===== src/rtl/lb_arbiter.sv =====
// Round-robin arbiter sharing one regmap local bus between NREQ masters.
// One transaction at a time: IDLE -> ISSUE -> (WAIT for reads) -> RESP -> IDLE.
module lb_arbiter #(
  parameter int NREQ     = 2,
  parameter int LBCWIDTH = 8,
  parameter int LBAWIDTH = 24,
  parameter int LBDWIDTH = 32,
  parameter int RDLAT    = 2
) (
  input  logic                       clk,
  input  logic                       rst,
  input  logic [NREQ-1:0]            req_valid,
  input  logic [NREQ*LBCWIDTH-1:0]   req_cmd,
  input  logic [NREQ*LBAWIDTH-1:0]   req_addr,
  input  logic [NREQ*LBDWIDTH-1:0]   req_wdata,
  output logic [NREQ-1:0]            req_ready,
  output logic [NREQ-1:0]            resp_valid,
  output logic [LBDWIDTH-1:0]        resp_rdata,
  output logic                       lb_stb,
  output logic [LBCWIDTH-1:0]        lb_cmd,
  output logic [LBAWIDTH-1:0]        lb_addr,
  output logic [LBDWIDTH-1:0]        lb_wdata,
  input  logic [LBDWIDTH-1:0]        lb_rdata
);

  localparam int GW = (NREQ > 1) ? $clog2(NREQ) : 1;
  localparam int CW = (RDLAT > 1) ? $clog2(RDLAT) : 1;

  typedef enum logic [1:0] {IDLE, ISSUE, WAIT, RESP} state_t;

  state_t                state, state_nx;
  logic [GW-1:0]         last, grant, pick, cand;
  logic                  found;
  logic [CW-1:0]         cnt;
  logic [LBCWIDTH-1:0]   sel_cmd;
  logic [LBAWIDTH-1:0]   sel_addr;
  logic [LBDWIDTH-1:0]   sel_wdata;
  logic                  stb_nx;
  logic [NREQ-1:0]       ready_nx, resp_nx;
  logic [LBDWIDTH-1:0]   rdata_nx;

  // Search starts one past the last grant so simultaneous requesters rotate.
  always_comb begin
    pick  = '0;
    cand  = '0;
    found = 1'b0;
    for (int k = 1; k <= NREQ; k++) begin
      cand = GW'((int'(last) + k) % NREQ);
      if (!found && req_valid[cand]) begin
        found = 1'b1;
        pick  = cand;
      end
    end
  end

  always_comb begin
    sel_cmd   = '0;
    sel_addr  = '0;
    sel_wdata = '0;
    for (int i = 0; i < NREQ; i++) begin
      if (GW'(i) == pick) begin
        sel_cmd   = req_cmd[i*LBCWIDTH +: LBCWIDTH];
        sel_addr  = req_addr[i*LBAWIDTH +: LBAWIDTH];
        sel_wdata = req_wdata[i*LBDWIDTH +: LBDWIDTH];
      end
    end
  end

  always_ff @(posedge clk or posedge rst) begin
    if (rst) state <= IDLE;
    else     state <= state_nx;
  end

  always_comb begin
    state_nx = state;
    case (state)
      IDLE:    if (found) state_nx = ISSUE;
      ISSUE:   state_nx = lb_cmd[0] ? WAIT : RESP;
      WAIT:    if (cnt == '0) state_nx = RESP;
      RESP:    state_nx = IDLE;
      default: state_nx = IDLE;
    endcase
  end

  // Next values of the registered outputs; all outputs are flops.
  always_comb begin
    stb_nx   = 1'b0;
    ready_nx = '0;
    resp_nx  = '0;
    rdata_nx = '0;
    if (state == IDLE && found) begin
      stb_nx         = 1'b1;
      ready_nx[pick] = 1'b1;
    end
    if (state_nx == RESP) resp_nx[grant] = 1'b1;
    if (state == WAIT && cnt == '0) rdata_nx = lb_rdata;
  end

  always_ff @(posedge clk or posedge rst) begin
    if (rst) begin
      last       <= GW'(NREQ - 1);
      grant      <= '0;
      cnt        <= '0;
      lb_stb     <= 1'b0;
      req_ready  <= '0;
      resp_valid <= '0;
      resp_rdata <= '0;
      lb_cmd     <= '0;
      lb_addr    <= '0;
      lb_wdata   <= '0;
    end else begin
      lb_stb     <= stb_nx;
      req_ready  <= ready_nx;
      resp_valid <= resp_nx;
      resp_rdata <= rdata_nx;
      if (state == IDLE && found) begin
        grant    <= pick;
        last     <= pick;
        lb_cmd   <= sel_cmd;
        lb_addr  <= sel_addr;
        lb_wdata <= sel_wdata;
      end
      // Counter reaches 0 in the last of exactly RDLAT wait cycles.
      if (state == ISSUE)                  cnt <= CW'(RDLAT - 1);
      else if (state == WAIT && cnt != '0) cnt <= cnt - 1'b1;
    end
  end

endmodule


===== config.mk =====
export PLATFORM = sky130hd
export DESIGN_NAME = lb_arbiter
export DESIGN_NICKNAME = d
export VERILOG_FILES = /design/src/rtl/lb_arbiter.sv
export SDC_FILE = /design/constraint.sdc
export NUM_CORES = 1
export LEC_CHECK = 0
export ABC_AREA = 1
export CORE_ASPECT_RATIO = 1.4
export CORE_MARGIN = 10
export CORE_UTILIZATION = 42
export CTS_CLUSTER_SIZE = 24
export DETAILED_ROUTE_END_ITERATION = 16
export PLACE_DENSITY = 0.86
export SETUP_SLACK_MARGIN = 0.05
export SYNTH_ARGS = -nofsm -noshare
export SYNTH_HDL_FRONTEND = slang
export SYNTH_SLANG_ARGS = --single-unit

===== constraint.sdc =====
create_clock -name clk -period 5.35 [get_ports clk]
set_input_delay 0.8025 -clock clk [delete_from_list [all_inputs] [get_ports clk]]
set_output_delay 0.8025 -clock clk [all_outputs]
set_load 0.005 [all_outputs]

==> run metrics, run 1 <==
global-route wire length before repair=25.52 mm; Cell Pwr Density=442.6 nW/µm²; worst-case setup slack after placement=2.397 ns; most crowded layer after global routing=met2; clock tree buffer depth=2; sequential fraction of the synthesis area=55.71%; required time of the critical path=5.63 ns; Clock H-tree levels=3; arrival time of data at the critical path endpoint=2.91 ns; detailed-route wire length per cell=16.32 µm; Worst path most repeated cell=sky130_fd_sc_hd__nand2_1; total internal power=0.002221 W; number of antenna violations at the first check in global routing=0; height of the die=146.0 µm; portion of total power attributed to sequential cells=37.2%; number of nets with antenna violations after routing=0; f_max=381.4 MHz; cell depth of the worst flop-to-flop path=7; smallest setup slack after layout=2.728 ns; Port Buf Inserts=264; setup violation total in the final timing report=0; total number of vias=4,779; met3 track demand over resource=6.693%; maximum number of pins on one net before global-route repair=76; CP Capture Type=flop; count of hold buffers inserted by post-cts repair=0; count of boundary I/O pins=265; buffers inserted by post-CTS timing repair=0; met2 demand-to-capacity share in global routing=35.88%; PostCTS Resize Cnt=0; proportion of layout cells with a drive suffix above 1=3.456%; remaining global-route overflow=0; count of clock tree sinks=106; net switching power=0.001183 W; routability congestion estimate from global placement=0.8064; setup tns final=0 ns; worst stage delay on the critical path=0.87 ns; final worst path period share=49.01%; clock-pin slew reported for the worst setup and hold paths after clock tree synthesis=0.07 ns; Mapped Area=4763 µm²; Startpoint Class=input pin; Post-DP HPWL=12.18 mm; mean post-synth cell area=7.670 µm²; setup repair after global routing missed its margin=false; Nets=1,027; filler cell count in the final layout=957; placeable core region=11,220 µm²; overall routed net length=16.51 mm; transition time at the pin with the least slew margin=1.218 ns; remaining routing DRC violations=0; met1 demand-to-capacity share in global routing=20.87%; maximum vdd drop=0.0003397 V; CP max stage cell=sky130_fd_sc_hd__nand2_2; Synth top area share=55.16%; switching share of power=34.75%; instance count of the mapped netlist=621; Final Util=68.54%; number of global-route vias before repair=4,820; combinational share of power=43.9%; Final Max Tran Viols=0; post-synthesis net count=785; final period demand of the worst path=2.622 ns; main area contributors after synthesis=sky130_fd_sc_hd__dfrtp_1 55%, sky130_fd_sc_hd__nand2_1 26%, sky130_fd_sc_hd__nand3_1 6.7%; number of flip-flops and latches in the synthesized netlist=106; Horiz. Die Dim=110.0 µm; maxcap violations=0; hold path depth=1; clock power share=18.8%; Rel. slew slack=18.53%; first drt pass iteration count=5; Fin. Hold Viols=0; via/cell ratio=4.722; Crit Path Category=in -> reg; number of rows created at floorplan=46; outcome=complete, no violations; peak fanout along the critical path=64; CP Cell Sequence=clkdlybuf4s50_1 -> nand2_2 -> nand2_2 -> buf_4 -> nand2_1 -> nand2_1 -> nand2_1 -> nand2_1; number of DRC violations after detailed-routing iteration 0=220; latest clock arrival within the worst-skew pair=0.35 ns; worst hold path class=reg -> reg; overall global routing resource usage=20.32%; Die ar.=16,060 µm²; leakage power=3.953 nW; starting density of the core=42.44%; synth warn=0; total clock buffers created by CTS=9; Ant. Diodes=0; area growth from synthesis to final layout=61.49%; TritonCTS clock tree=yes; worst setup skew after layout=0.008131 ns; cell at the root of the clock tree=sky130_fd_sc_hd__clkbuf_16; number of distinct library cells after synthesis=14; Yosys top cell by area=sky130_fd_sc_hd__dfrtp_1
[final cells by class]
cell class                 instances  area [µm²]  share of cell area, %
clock buffer                       9       225.2                  2.928
multi-input combinational        436        1742                  22.64
clock inverter                     7       60.06                 0.7807
tap                              144       180.2                  2.342
sequential                       106        2654                  34.50
inverter                          41       156.4                  2.033
timing repair buffer             269        2675                  34.78
[layout by cell type, fill, tap and decap left out]
| master | Yosys | routed |
|---|---|---|
| sky130_fd_sc_hd__nand2_1 | 331 | 329 |
| sky130_fd_sc_hd__clkdlybuf4s50_1 | 0 | 263 |
| sky130_fd_sc_hd__dfrtp_1 | 105 | 105 |
| sky130_fd_sc_hd__nand3_1 | 64 | 64 |
| sky130_fd_sc_hd__inv_1 | 39 | 38 |
| sky130_fd_sc_hd__nor2_1 | 37 | 37 |
| sky130_fd_sc_hd__clkbuf_16 | 0 | 9 |
| sky130_fd_sc_hd__buf_4 | 14 | 5 |
| sky130_fd_sc_hd__clkinvlp_4 | 0 | 3 |
| sky130_fd_sc_hd__inv_6 | 0 | 3 |
| sky130_fd_sc_hd__inv_2 | 2 | 2 |
| sky130_fd_sc_hd__nand2_2 | 0 | 2 |
| sky130_fd_sc_hd__nor2_2 | 1 | 1 |
| sky130_fd_sc_hd__o21ai_4 | 1 | 1 |
| sky130_fd_sc_hd__nand3b_1 | 1 | 1 |
| sky130_fd_sc_hd__inv_4 | 0 | 1 |
| sky130_fd_sc_hd__a21oi_1 | 1 | 1 |
| sky130_fd_sc_hd__inv_8 | 0 | 1 |
| sky130_fd_sc_hd__buf_2 | 19 | 1 |
| sky130_fd_sc_hd__dfstp_2 | 1 | 1 |
[final timing paths]
path / startpoint / slack [ns] / endpoint
worst min register to register: grant / 0.48 / resp_valid[0]
max in group asynchronous: rst / 3.33 / lb_wdata[7]
worst min-delay path: grant / 0.48 / resp_valid[0]
worst max register to register: last / 3.21 / lb_wdata[11]
min in group asynchronous: rst / 1.01 / lb_wdata[13]
worst max-delay path: req_valid[0] / 2.73 / lb_wdata[11]
[worst max-delay path: cells and delay by family]
| family | cells | cell delay (ns) |
|---|---|---|
| buf+inv | 2 | 0.84 |
| simple gates | 6 | 1.21 |
[power groups by stage]
stage / sequential (W) / combinational, W / clock [W]
2_1_floorplan: 0.00129 / 0.000628 / 0
3_3_place_gp: 0.00127 / 0.00149 / 0
3_5_place_dp: 0.00128 / 0.00152 / 0
4_1_cts: 0.00127 / 0.00152 / 0.000655
5_1_grt: 0.00131 / 0.00166 / 0.000685
6_report: 0.00127 / 0.00150 / 0.000642
[stage by stage]
step / cell area (µm²) / hold slack [ns] / instances / power, W
after global placement: 7407 / 0.4462 / 996 / 0.002755
final: 7692 / 0.4772 / 1012 / 0.003404
after CTS: 7692 / 0.4695 / 1012 / 0.003449
after detailed placement: 7407 / 0.4479 / 996 / 0.002798
after global routing: 7692 / 0.4912 / 1012 / 0.003649
after floorplan: 4763 / 0.4238 / 621 / 0.001919
[cells by family after synthesis]
logic type | Yosys count | synth area share [%]
and+or+nand+nor | 434 | 36.01
DFF | 106 | 55.71
buffers and inverters | 79 | 7.828
AOI/OAI and AO/OA | 2 | 0.4465
[Yosys cell counts (all sizes together)]
cell type    n
inv         41
nor2        38
dfstp        1
o21ai        1
nand3       64
clkbuf       5
dfrtp      105
a21oi        1
nand3b       1
buf         33
nand2      331
[metal layers]
metal / part of all wire (%) / vias to the layer above
met1: 35 / 2212
met2: 53 / 184
met4: 3.5 / 0
li1: - / 2348
met5: 0 / -
met3: 8.6 / 35
[state kept, by name, summed over array words and instances, names as in the netlist]
register	flops
req_ready	2
lb_cmd	8
lb_addr	24
cnt	1
lb_wdata	32
resp_valid	2
grant	1
last	1
state	2
lb_stb	1
resp_rdata	32
Note: power is estimated with default switching activity, not from simulation.
==> run 2, diff against run 1 <==
- CORE_UTILIZATION: 42 -> 39
- PLACE_DENSITY: 0.86 -> 0.81
- clock period: 5.35 -> 2.5 ns (I/O delays scaled with it)
==> run metrics, run 2 (synthesis gave the netlist of run 1 again) <==
number of global-route vias before repair=4,860 (was 4,820); placed cells=1,001 (was 996); clock power share=19.1% (was 18.8%); Cell Pwr Density=944.7 nW/µm² (was 442.6 nW/µm²); final worst path period share=73.55%; most used cells in the layout excluding fill and tap cells=329 x sky130_fd_sc_hd__nand2_1, 263 x sky130_fd_sc_hd__clkdlybuf4s50_1, 105 x sky130_fd_sc_hd__dfrtp_1 (unchanged); starting density of the core=40.10% (was 42.44%); total number of vias=4,723 (was 4,779); maximum vdd drop=0.001566 V (was 0.0003397 V); switching share of power=34.63% (was 34.75%); PostCTS Resize Cnt=0 (unchanged); TritonCTS clock tree=yes (unchanged); setup tns final=0 ns (unchanged); Die ar.=17,100 µm² (was 16,060 µm²); non-filler cells in the finished layout=1,018 (was 1,012); leakage power=3.990 nW (was 3.953 nW); total clock buffers created by CTS=9 (unchanged); portion of total power attributed to sequential cells=36.8% (was 37.2%); Clock H-tree levels=3 (unchanged); count of hold buffers inserted by post-cts repair=0 (unchanged); Fin. Hold Viols=0 (unchanged); count of boundary I/O pins=265 (unchanged); setup repair after global routing missed its margin=false (unchanged); cell at the root of the clock tree=sky130_fd_sc_hd__clkbuf_16 (unchanged); peak fanout along the critical path=65 (was 64); Startpoint Class=flop (was input pin); number of DRC violations after detailed-routing iteration 0=282 (was 220); Nets=1,029 (was 1,027); remaining routing DRC violations=0 (unchanged); detailed-route wire length per cell=16.57 µm (was 16.32 µm); filler cell count in the final layout=1,002 (was 957); Port Buf Inserts=264 (unchanged); combinational share of power=44.1% (was 43.9%); first drt pass iteration count=4 (was 5); Final Max Tran Viols=0 (unchanged); transition time at the pin with the least slew margin=1.133 ns (was 1.218 ns); proportion of layout cells with a drive suffix above 1=3.678% (was 3.456%); clock tree buffer depth=2 (unchanged); via/cell ratio=4.639 (was 4.722); area growth from synthesis to final layout=63.28% (was 61.49%); height of the die=150.8 µm (was 146.0 µm); f_max=543.8 MHz; worst setup skew after layout=0.01066 ns (was 0.008131 ns); Crit Path Category=reg -> reg (was in -> reg); maxcap violations=0 (unchanged); clock-pin slew reported for the worst setup and hold paths after clock tree synthesis=0.08 ns (was 0.07 ns); CP Capture Type=flop (unchanged); number of nets with antenna violations after routing=0 (unchanged); latest clock arrival within the worst-skew pair=0.34 ns (was 0.35 ns); outcome=complete, no violations (unchanged); Horiz. Die Dim=113.4 µm (was 110.0 µm); Post-DP HPWL=12.47 mm (was 12.18 mm); overall routed net length=16.87 mm (was 16.51 mm); setup violation total in the final timing report=0 (unchanged); maximum number of pins on one net before global-route repair=70 (was 76); Rel. slew slack=24.44% (was 18.53%); overall global routing resource usage=19.17% (was 20.32%); net switching power=0.002545 W (was 0.001183 W); final period demand of the worst path=1.839 ns; routability congestion estimate from global placement=0.8324 (was 0.8064); number of rows created at floorplan=47 (was 46); worst hold path class=in -> async (was reg -> reg); buffers inserted by post-CTS timing repair=0 (unchanged); most frequent standard cell in the layout excluding fill and tap cells=sky130_fd_sc_hd__nand2_1 (unchanged); arrival time of data at the critical path endpoint=2.12 ns (was 2.91 ns); number of antenna violations at the first check in global routing=1 (was 0); count of clock tree sinks=106 (unchanged); placeable core region=11,880 µm² (was 11,220 µm²); remaining global-route overflow=0 (unchanged); registers with the most flip-flops=lb_wdata x32, resp_rdata x32, lb_addr x24 (unchanged); required time of the critical path=2.78 ns (was 5.63 ns); total internal power=0.004803 W (was 0.002221 W); global-route wire length before repair=26.00 mm (was 25.52 mm)
-- run 2: cell count changes in the layout (fill, tap and decap cells not counted), sizes merged --
cell	previous run	this run
inv	45	43
clkinv	0	2
diode	0	1
clkinvlp	3	2
buf	6	8
clkbuf	9	10
-- run 2: layer usage --
layer | routed length (µm) | global-route usage, % | vias up | part of all wire (%)
met5 | 0 | 0 | - | 0
met2 | 8830 | 33.46 | 180 | 52
li1 | - | - | 2355 | -
met3 | 1169 | 5.217 | 28 | 6.9
met4 | 497 | 8.142 | 0 | 2.9
met1 | 6367 | 21.42 | 2160 | 38
-- run 2: power groups by stage --
stage / sequential [W] / combinational (W) / clock, W
final: 0.00270 / 0.00324 / 0.00140
after global routing: 0.00279 / 0.00361 / 0.00149
after CTS: 0.00271 / 0.00331 / 0.00144
after detailed placement: 0.00273 / 0.00331 / 0
after global placement: 0.00271 / 0.00324 / 0
after floorplan: 0.00276 / 0.00134 / 0
-- run 2: layout make-up --
| type | count | area (µm²) | area share [%] |
|---|---|---|---|
| Timing Repair Buffer | 271 | 2740 | 35.23 |
| Clock buffer | 10 | 239.0 | 3.073 |
| Inverter | 41 | 157.7 | 2.027 |
| Sequential cell | 106 | 2654 | 34.12 |
| Antenna cell | 1 | 2.502 | 0.03218 |
| Clock inverter | 6 | 58.81 | 0.7561 |
| Multi-Input combinational cell | 436 | 1742 | 22.39 |
| Tap cell | 147 | 183.9 | 2.365 |
-- run 2: worst paths after layout --
path | from | depth (start not counted) | slack (ns) | end
worst min register to register | grant | 1 | 0.46 | resp_valid[0]
worst min-delay path | rst | 2 | 0.40 | resp_rdata[26]
max in group asynchronous | rst | 3 | 1.46 | last
min in group clk | grant | 1 | 0.46 | resp_valid[0]
worst max-delay path | state[0] | 5 | 0.66 | lb_wdata[20]
worst max register to register | state[0] | 5 | 0.66 | lb_wdata[20]
-- run 2: through the flow --
stage	setup WS (ns)	util [%]	hold slack [ns]	instance area (µm²)	power [W]
detailed placement	0.3219	62.94	0.4525	7477	0.006035
global placement	0.3496	62.94	0.4495	7477	0.005949
CTS	0.6293	65.45	0.4049	7775	0.007461
finish	0.6612	65.47	0.3990	7777	0.007347
floorplan	0.8523	-	0.4238	4767	0.004108
global route	0.4708	65.47	0.4179	7777	0.007896
-- run 2: critical path: stages (launching register included) --
cell,delay [ns]
sky130_fd_sc_hd__dfrtp_1,0.42
sky130_fd_sc_hd__nor2_2,0.19
sky130_fd_sc_hd__o21ai_4,0.08
sky130_fd_sc_hd__inv_2,0.79
sky130_fd_sc_hd__nand2_1,0.14
sky130_fd_sc_hd__nand2_1,0.10
==> run 3, diff against run 2 <==
- CORE_UTILIZATION: 39 -> 35
- PLACE_DENSITY: 0.81 -> 0.77
- clock period: 2.5 -> 1.65 ns (I/O delays scaled with it)
==> run metrics, run 3 (synthesis gave the netlist of run 1 again) <==
outcome=complete, no violations (unchanged); TritonCTS clock tree=yes (unchanged); area growth from synthesis to final layout=65.85% (was 63.28%); Fin. Hold Viols=0 (unchanged); Startpoint Class=flop (unchanged); overall global routing resource usage=18.01% (was 19.17%); final period demand of the worst path=1.526 ns; height of the die=158.0 µm (was 150.8 µm); setup violation total in the final timing report=0 (unchanged); CP max stage cell=sky130_fd_sc_hd__clkdlybuf4s50_1 (was sky130_fd_sc_hd__inv_2); starting density of the core=35.58% (was 40.10%); Cell Pwr Density=1425 nW/µm² (was 944.7 nW/µm²); CP Capture Type=primary output (was flop); clock-pin slew reported for the worst setup and hold paths after clock tree synthesis=0.08 ns (about the same); Die ar.=18,740 µm² (was 17,100 µm²); cell at the root of the clock tree=sky130_fd_sc_hd__clkbuf_16 (unchanged); first drt pass iteration count=5 (was 4); most used cells in the layout excluding fill and tap cells=329 x sky130_fd_sc_hd__nand2_1, 263 x sky130_fd_sc_hd__clkdlybuf4s50_1, 105 x sky130_fd_sc_hd__dfrtp_1 (unchanged); worst setup skew after layout=0.009290 ns (was 0.01066 ns); buffers and inverters on the worst path=1 (unchanged); number of DRC violations after detailed-routing iteration 0=274 (was 282); Final Util=59.01% (was 65.47%); Port Buf Inserts=264 (unchanged); f_max=655.3 MHz; registers with the most flip-flops=lb_wdata x32, resp_rdata x32, lb_addr x24 (unchanged); number of rows created at floorplan=50 (was 47); Post-DP HPWL=13.15 mm (was 12.47 mm); remaining routing DRC violations=0 (unchanged); required time of the critical path=1.40 ns (was 2.78 ns); Rel. slew slack=75.82% (was 24.44%); Nets=1,038 (was 1,029); peak fanout along the critical path=2 (was 65); CP Cell Sequence=clkdlybuf4s50_1 (was nor2_2 -> o21ai_4 -> inv_2 -> nand2_1 -> nand2_1); setup repair after global routing missed its margin=false (unchanged); leakage power=4.038 nW (was 3.990 nW); number of nets with antenna violations after routing=0 (unchanged); remaining global-route overflow=0 (unchanged); count of hold buffers inserted by post-cts repair=0 (unchanged); total clock buffers created by CTS=9 (unchanged); routability congestion estimate from global placement=0.8187 (was 0.8324); worst stage delay on the critical path=0.58 ns (was 0.79 ns); final worst path period share=92.48%; placeable core region=13,390 µm² (was 11,880 µm²); setup tns final=0 ns (unchanged); maximum number of pins on one net before global-route repair=55 (was 70); number of antenna violations at the first check in global routing=0 (was 1); buffers inserted by post-CTS timing repair=0 (unchanged); maximum vdd drop=0.0006324 V (was 0.001566 V); Clock H-tree levels=3 (unchanged); most frequent standard cell in the layout excluding fill and tap cells=sky130_fd_sc_hd__nand2_1 (unchanged); count of clock tree sinks=106 (unchanged); Horiz. Die Dim=118.6 µm (was 113.4 µm); arrival time of data at the critical path endpoint=1.28 ns (was 2.12 ns); Crit Path Category=reg -> out (was reg -> reg); total number of vias=4,680 (was 4,723); latest clock arrival within the worst-skew pair=0.35 ns (was 0.34 ns); detailed-route wire length per cell=16.54 µm (was 16.57 µm); clock tree buffer depth=2 (unchanged); maxcap violations=0 (unchanged); via/cell ratio=4.411 (was 4.639); worst hold path class=in -> async (unchanged); number of global-route vias before repair=4,620 (was 4,860); critical path's top delay family=buffers and inverters (unchanged); filler cell count in the final layout=1,252 (was 1,002); PostCTS Resize Cnt=0 (unchanged); count of boundary I/O pins=265 (unchanged); Ant. Diodes=0 (was 1); global-route wire length before repair=26.61 mm (was 26.00 mm); Final Max Tran Viols=0 (unchanged); transition time at the pin with the least slew margin=0.3626 ns (was 1.133 ns); proportion of layout cells with a drive suffix above 1=4.664% (was 3.678%); overall routed net length=17.55 mm (was 16.87 mm)
==> run 3: cell count changes in the layout (fill, tap and decap cells not counted), sizes merged <==
cell	delta
diode	-1
buf	+9
==> run 3: path summary, 6_finish.rpt <==
kind / start / to / slack (ns) / cells past startpoint
worst min register to register: lb_addr[8] / lb_addr[8] / 0.48 / 2
worst max-delay path: lb_wdata[2] / lb_wdata[2] / 0.12 / 1
worst min-delay path: rst / resp_rdata[0] / 0.37 / 3
max in group asynchronous: rst / last / 0.98 / 3
worst max register to register: last / lb_wdata[3] / 0.32 / 7
min in group clk: lb_rdata[6] / resp_rdata[6] / 0.41 / 3
==> run 3: area by class of cell <==
type / instances / area (µm²) / share of cell area, %
inverter: 41 / 157.7 / 1.996
timing repair buffer: 280 / 2833 / 35.86
clock inverter: 6 / 47.55 / 0.6018
tap: 182 / 227.7 / 2.882
clock buffer: 10 / 239.0 / 3.025
multi-input combinational: 436 / 1742 / 22.05
sequential: 106 / 2654 / 33.59
==> run 3: routing by layer <==
metal / up-vias / share of wire [%] / global-route usage, %
met5: - / 0 / 0
met2: 174 / 53 / 32.32
met4: 0 / 1.7 / 6.006
met3: 16 / 5.8 / 4.528
li1: 2368 / - / -
met1: 2122 / 39 / 20.40
==> run 3: worst register-to-register path: cells and delay by family (launching register included) <==
kind | cells | cell delay [ns]
DFF | 1 | 0.55
buffers and inverters | 1 | 0.23
and+or+nand+nor | 6 | 0.50
==> run 3: stage by stage <==
stage	cell area, µm²	std cells	total power, W	hold WS [ns]	setup WS [ns]
after floorplan	4767	621	0.006224	0.3537	0.1298
after global placement	7614	1045	0.009189	0.4609	0.08176
after detailed placement	7614	1045	0.009281	0.4643	0.03827
after CTS	7900	1061	0.01144	0.3712	0.09636
after global routing	7900	1061	0.01209	0.3957	0.06103
final	7900	1061	0.01125	0.3668	0.1240
==> run 3: where the power goes <==
part	switching (W)	total, W	leakage (nW)	internal [W]
sequential	0.000488	0.00409	1.36	0.00360
combinational	0.00238	0.00507	2.53	0.00268
clock	0.00102	0.00210	0.140	0.00108
total	0.00389	0.0113	4.04	0.00737
